## src/rtl/pipe_stage_skid.sv

```systemverilog
// Elastic pipeline register with a one-entry skid buffer, a registered in_ready,
// a bubble-inserting flush and a saturating stall-cycle counter.
module pipe_stage_skid #(
   parameter int unsigned         DATA_W = 64,
   parameter logic [DATA_W-1:0]   BUBBLE = '0,
   parameter int unsigned         CNT_W  = 16
) (
   input  logic              clk,
   input  logic              rst,
   input  logic              flush,
   input  logic              in_valid,
   output logic              in_ready,
   input  logic [DATA_W-1:0] in_data,
   output logic              out_valid,
   input  logic              out_ready,
   output logic [DATA_W-1:0] out_data,
   output logic [1:0]        occupancy,
   output logic [CNT_W-1:0]  stall_cnt,
   input  logic              stall_clr
);

   // Encoding equals the number of held entries, so occupancy is the state itself.
   typedef enum logic [1:0] {
      EMPTY = 2'd0,
      FULL  = 2'd1,
      SKID  = 2'd2
   } state_e;

   state_e              state_q, state_d;
   logic [DATA_W-1:0]   main_q, main_d;
   logic [DATA_W-1:0]   skid_q, skid_d;
   logic                in_ready_q;
   logic [CNT_W-1:0]    stall_q, stall_d;
   logic                in_xfer;

   assign in_xfer   = in_valid & in_ready_q;
   assign in_ready  = in_ready_q;
   assign out_valid = (state_q != EMPTY);
   assign out_data  = main_q;
   assign occupancy = state_q;
   assign stall_cnt = stall_q;

   always_comb begin
      // NOTE: every always_comb output gets a default first so no path infers a latch.
      state_d = state_q;
      main_d  = main_q;
      skid_d  = skid_q;

      unique case (state_q)
         EMPTY: begin
            if (in_xfer) begin
               main_d  = in_data;
               state_d = FULL;
            end
         end
         FULL: begin
            if (out_ready && in_xfer) begin
               main_d = in_data;
            end else if (out_ready) begin
               main_d  = BUBBLE;
               state_d = EMPTY;
            end else if (in_xfer) begin
               skid_d  = in_data;
               state_d = SKID;
            end
         end
         SKID: begin
            if (out_ready) begin
               main_d  = skid_q;
               skid_d  = BUBBLE;
               state_d = FULL;
            end
         end
         default: begin
            main_d  = BUBBLE;
            skid_d  = BUBBLE;
            state_d = EMPTY;
         end
      endcase

      if (flush) begin
         main_d  = BUBBLE;
         skid_d  = BUBBLE;
         state_d = EMPTY;
      end
   end

   always_comb begin
      stall_d = stall_q;
      if (stall_clr) begin
         stall_d = '0;
      end else if (out_valid && !out_ready && (stall_q != {CNT_W{1'b1}})) begin
         stall_d = stall_q + 1'b1;
      end
   end

   always_ff @(posedge clk) begin
      // NOTE: payload registers are reset too, because out_data must read BUBBLE, never X, after reset.
      if (rst) begin
         state_q    <= EMPTY;
         main_q     <= BUBBLE;
         skid_q     <= BUBBLE;
         in_ready_q <= 1'b1;
         stall_q    <= '0;
      end else begin
         state_q    <= state_d;
         main_q     <= main_d;
         skid_q     <= skid_d;
         in_ready_q <= (state_d != SKID);
         stall_q    <= stall_d;
      end
   end

endmodule

```

## config.mk

```make
export PLATFORM = sky130hd
export DESIGN_NAME = pipe_stage_skid
export DESIGN_NICKNAME = d
export VERILOG_FILES = /design/src/rtl/pipe_stage_skid.sv
export SDC_FILE = /design/constraint.sdc
export NUM_CORES = 1
export LEC_CHECK = 0
export BUFFER_PORTS_ARGS = -buffer_cell sky130_fd_sc_hd__buf_2
export CAP_MARGIN = 10
export CORE_MARGIN = 4
export CORE_UTILIZATION = 54
export CTS_CLUSTER_DIAMETER = 50
export DETAILED_ROUTE_END_ITERATION = 8
export HOLD_SLACK_MARGIN = 0.1
export PLACE_DENSITY = 0.77
export SLEW_MARGIN = 40
export SYNTH_ARGS = -nofsm -noshare
export SYNTH_HDL_FRONTEND = slang
export SYNTH_SLANG_ARGS = --single-unit
```

## constraint.sdc

```tcl
create_clock -name clk -period 2.2 [get_ports clk]
set_input_delay 0.11 -clock clk [delete_from_list [all_inputs] [get_ports clk]]
set_output_delay 0.11 -clock clk [all_outputs]
set_load 0.01 [all_outputs]
```

# Yosys cells after proc, flatten, opt, wreduce, memory -nomap -nowiden
# Index checks and enable logic that the tools add are counted.
# Widths: inputs -> output; s select.
# word_totals
reg_bits	147
in_bits	70
output_inout_bits	84
wordCells	43
# op_classes
n_addsub	1
n_eq_ne	10
muxes	15
bitwise_logic	2
n_reduce_logical	10
# op_table
operator	count
$mux 64	6
$pmux 64 s3	2
$add 16x1->16 const B	1
$ne 16x16->1 const B	1
$mux 2	6
$ne 2x2->1 const B	6
$pmux 2 s3	1
$reduce_and 5->1	1
$reduce_or 2->1	2
$logic_and 1x1->1	3
$ne 3x3->1 const B	1
$reduce_and 3->1	1
$eq 2x1->1 const B	1
$eq 2x2->1 const B	1
$logic_not 2->1	1
$reduce_bool 2->1	1
$and 1x1->1	1
$logic_not 1->1	1
$not 1->1	1

# Logic depth before layout (Yosys ltp)
# logic_depth
word_depth	7
ltp_mapped	7
mapped_depth_nobuf	5

# Worst setup path before layout
# Ideal clock, no wire load.
# synth_timing
kind	register -> register
from	register stall_q[8] (netlist: stall_cnt[8])
to	register stall_q[5] (netlist: stall_cnt[5])
arrival_time_ns	1.681
t_required_ns	2.085
slack_ns	0.405
path_stages_with_launch	7
synth_period_minus_slack_ns	1.795
path_cell_list	dfxtp_1 nand4_1 o41ai_2 buf_2 buf_6 nor3_1 o21a_1
# synth_via
elab_chain_cells	2
# synth_lines
element	line_no	text
start: declaration	33	logic [CNT_W-1:0] stall_q, stall_d;
start signal: assignment	110	stall_q <= stall_d;
$ne 16x16->1	92	end else if (out_valid && !out_ready && (stall_q != {CNT_W{1'b1}})) begin
$logic_and 1x1->1	92	
# No other way between the ends.
# A chain may end at the register's enable or synchronous reset.

# Worst setup path in the final report
# layout_timing
from	register state_q[0] (netlist: occupancy[0])
to	register main_q[61] (netlist: out_data[61])
# layout_via
elab_chain_cells	3
word_cells_on_any_way	8
classes_between	eq/ne (5); mux (1); reduce/logical (2)
# layout_lines
element	line_no	text
start: declaration	29	state_e state_q, state_d;
start signal: assignment	106	state_q <= state_d;
$eq 2x1->1 (tied with other cells)	49	unique case (state_q)
$ne 3x3->1 (no source line) / $ne 2x2->1 (equally long branches)	-	
$reduce_and 3->1 (no source line)	-	
end signal: assignment	107	main_q <= main_d;
end: declaration	30	logic [DATA_W-1:0] main_q, main_d;
# Parallel ways exist; a longest one is shown, timed or not.

==> results.json <==
{
  "status": "finished clean",
  "via_count": 6426,
  "h-tree-depth": 4,
  "overflow": 0,
  "finalSetupViolCount": 0,
  "maxClockFrequency_ghz": 0.4983,
  "clock_latency_ps": 420,
  "antenna_found_initial": 0,
  "drc_errors": 0,
  "ys.flop_type": "dfxtp_1",
  "crit_path_start_kind": "register",
  "antennaDiodeCount": 0,
  "fin_tns_setup_ps": 0,
  "arrival_ps": 2310,
  "fin_crit_sh_pct": 91.22,
  "first_pass_iters": 6,
  "worst_slew_pin_slew_ps": 741.1,
  "synth_top_area_share_pct": 44.84,
  "relSlewSlack_pct": 50.59,
  "yosysTopAreaCell": "dfxtp_1",
  "place_area_um2": 7500,
  "syn_avg_cell_area_um2": 9.415,
  "synth_area_um2": 6563,
  "cap_violations": 0,
  "finalHoldViolCount": 0,
  "hold_class": "in2reg",
  "final_cell_area_um2": 8770,
  "crit_path_cell_trace": "buf_4, nor2b_1, o31a_2, buf_12, a222oi_1, nor2_1",
  "period_needed_ps": 2007,
  "fillers": 847,
  "grt_pass1_vias": 6114,
  "crit_path_top_delay_cell": "o31a_2",
  "p_leak_nw": 3.657,
  "clkTransAtPathRegs_ps": 60,
  "cts.sinks": 147,
  "std_cell_rows": 40,
  "ys_warn_count": 0,
  "powerDensity_nw_per_um2": 729.9,
  "routabilityCongestion": 0.7860,
  "die_h_um": 118.2,
  "power.switching_w": 0.001529,
  "die-area_um2": 13980,
  "clk_path_buf_depth": 2,
  "vias_per_cell": 6.143,
  "holdWs_ps": 129.7,
  "drtAntennaViolNets": 0,
  "synth.area.top_cells": "dfxtp_1 45%, a222oi_1 9.8%, mux2i_1 9.8%, a22o_1 8.5%, nor2_1 7.6%",
  "dp_hpwl_mm": 11.08,
  "layout-drive-gt1-share_pct": 24.14,
  "synth-edff-count": 0,
  "root_buffer": "clkbuf_16",
  "wire_per_inst_um": 17.91,
  "pwr-share-seq_pct": 43.0,
  "combPwrFrac_pct": 12.4,
  "cts-buffers-inserted": 17,
  "required_ps": 2500,
  "clockPowerShare_pct": 44.6,
  "die_w_um": 118.2,
  "end_kind": "register",
  "syn-instance-count": 697,
  "critPathMaxStageDelay_ps": 490,
  "slew_violations": 0,
  "fin_ws_ps": 193.1,
  "skew_ps": 4.430,
  "grt_use_total_pct": 26.28,
  "io_buffers": 153,
  "syn_to_final_growth_pct": 33.63,
  "cts_resized": 0,
  "coreArea_um2": 11960,
  "start_util_pct": 54.86,
  "grt_first_pass_wirelength_mm": 30.59,
  "synth_fp_nets": 768,
  "drtIter0Drc": 986,
  "cp_max_fo": 49,
  "nets": 957,
  "synth_seq_cells": 147,
  "rsz0062_at_grt": "false",
  "synth_cell_types": 45,
  "sw_frac_of_total_pct": 23.88,
  "dp_slack_ps": 271.1,
  "critPathKind": "reg2reg",
  "power.internal_w": 0.004873,
  "detail_route.wirelength_mm": 18.74,
  "io_pins": 154,
  "synthArstFlopShare_pct": 0,
  "ys_seq_area_share_pct": 44.84,
  "ir_drop_mv": 0.4609,
  "cts_tree": "built",
  "grt_max_degree": 68
}
-- state kept, by name, indices dropped and copies added, names as in the netlist --
| signal | cells |
|---|---|
| out_data | 64 |
| stall_cnt | 16 |
| occupancy | 2 |
| in_ready | 1 |
| skid_q | 64 |
-- metal layers --
metal	up-vias	track usage, %	share of wire (%)
met3	42	6.220	7.0
met5	-	0	0
met2	301	42.23	49
li1	2980	-	-
met1	3103	33.96	42
met4	0	10.84	2.4
-- stage by stage --
step	power, W	utilization (%)	std cells
floorplan	0.003220	-	697
global placement	0.003460	62.47	945
detailed placement	0.003489	62.70	946
CTS	0.006437	73.32	1046
global route	0.006642	73.32	1046
finish	0.006401	73.32	1046
-- path summary, 6_finish.rpt --
| path | from | end | slack [ps] | depth (start not counted) |
|---|---|---|---|---|
| worst min register to register | skid_q[14] | skid_q[14] | 490 | 2 |
| worst min-delay path | in_valid | in_ready | 130 | 3 |
| worst max register to register | occupancy[0] | out_data[61] | 190 | 6 |
| worst max-delay path | occupancy[0] | out_data[61] | 190 | 6 |
-- timing repair --
item	CTS	global route
buffers inserted	0	0
hold buffers	68	0
endpoints found under the hold margin	133	0
-- Yosys cell counts, types with 2 or more instances --
library cell	number
nor2b_1	3
nand3_1	4
o21a_1	3
buf_1	6
o41ai_1	3
o21ba_2	2
clkbuf_1	52
or3_1	8
o31ai_1	4
o21ai_1	4
nand2_1	11
o21ai_0	2
mux2i_1	64
nor3_1	3
nand4_1	3
and2_1	65
buf_2	10
nor2_1	133
a22o_1	64
dfxtp_1	147
a21oi_1	11
or4_1	5
or2_2	2
o311ai_1	2
inv_1	2
and3b_1	2
a222oi_1	64
-- area by class of cell --
cell class / instances / area (um^2) / area share [%]
multi-input cells: 478 / 3366 / 38.38
flip-flops and latches: 147 / 2943 / 33.56
repair buffers: 239 / 1677 / 19.12
clock buffers: 22 / 484.2 / 5.521
well taps: 147 / 183.9 / 2.097
clock inverters: 10 / 105.1 / 1.198
inverters: 3 / 11.26 / 0.1284
-- power groups by stage --
stage               clock network, W  registers [W]  logic, W
finish                       0.00286        0.00275  0.000794
global route                 0.00303        0.00276  0.000857
CTS                          0.00291        0.00275  0.000778
detailed placement                 0        0.00281  0.000682
global placement                   0        0.00281  0.000655
floorplan                          0        0.00283  0.000391
-- kinds of logic (layout without fill, tap and decap cells) --
logic type,after synthesis,count (layout),synth area share [%]
DFF,147,147,44.84
AOI/OAI and AO/OA,165,165,22.27
muxes,64,64,9.762
xor gates and xnor gates,2,2,0.2670
adders and majority gates,1,1,0.1906
buffers and inverters,72,274,4.423
and+or+nand+nor,246,246,18.25
-- critical path, delay by kind of cell (launching register included) --
family	cells	cell delay, ps
flip-flops	1	310
AND/OR/NAND/NOR	2	230
buffers and inverters	2	410
AO/OA/AOI/OAI	2	910
-- cell usage in the layout, fill, tap and decap left out, types with 6 or more instances in the layout --
| cell type | n |
|---|---|
| nand2_1 | 11 |
| clkinv_2 | 6 |
| a21oi_1 | 11 |
| and2_1 | 65 |
| buf_4 | 11 |
| mux2i_1 | 64 |
| buf_12 | 6 |
| dlygate4sd3_1 | 68 |
| dfxtp_1 | 147 |
| nor2_1 | 132 |
| clkbuf_16 | 17 |
| a222oi_1 | 64 |
| buf_2 | 153 |
| or3_1 | 8 |
| a22o_1 | 64 |
(Power assumes the default switching activity.)
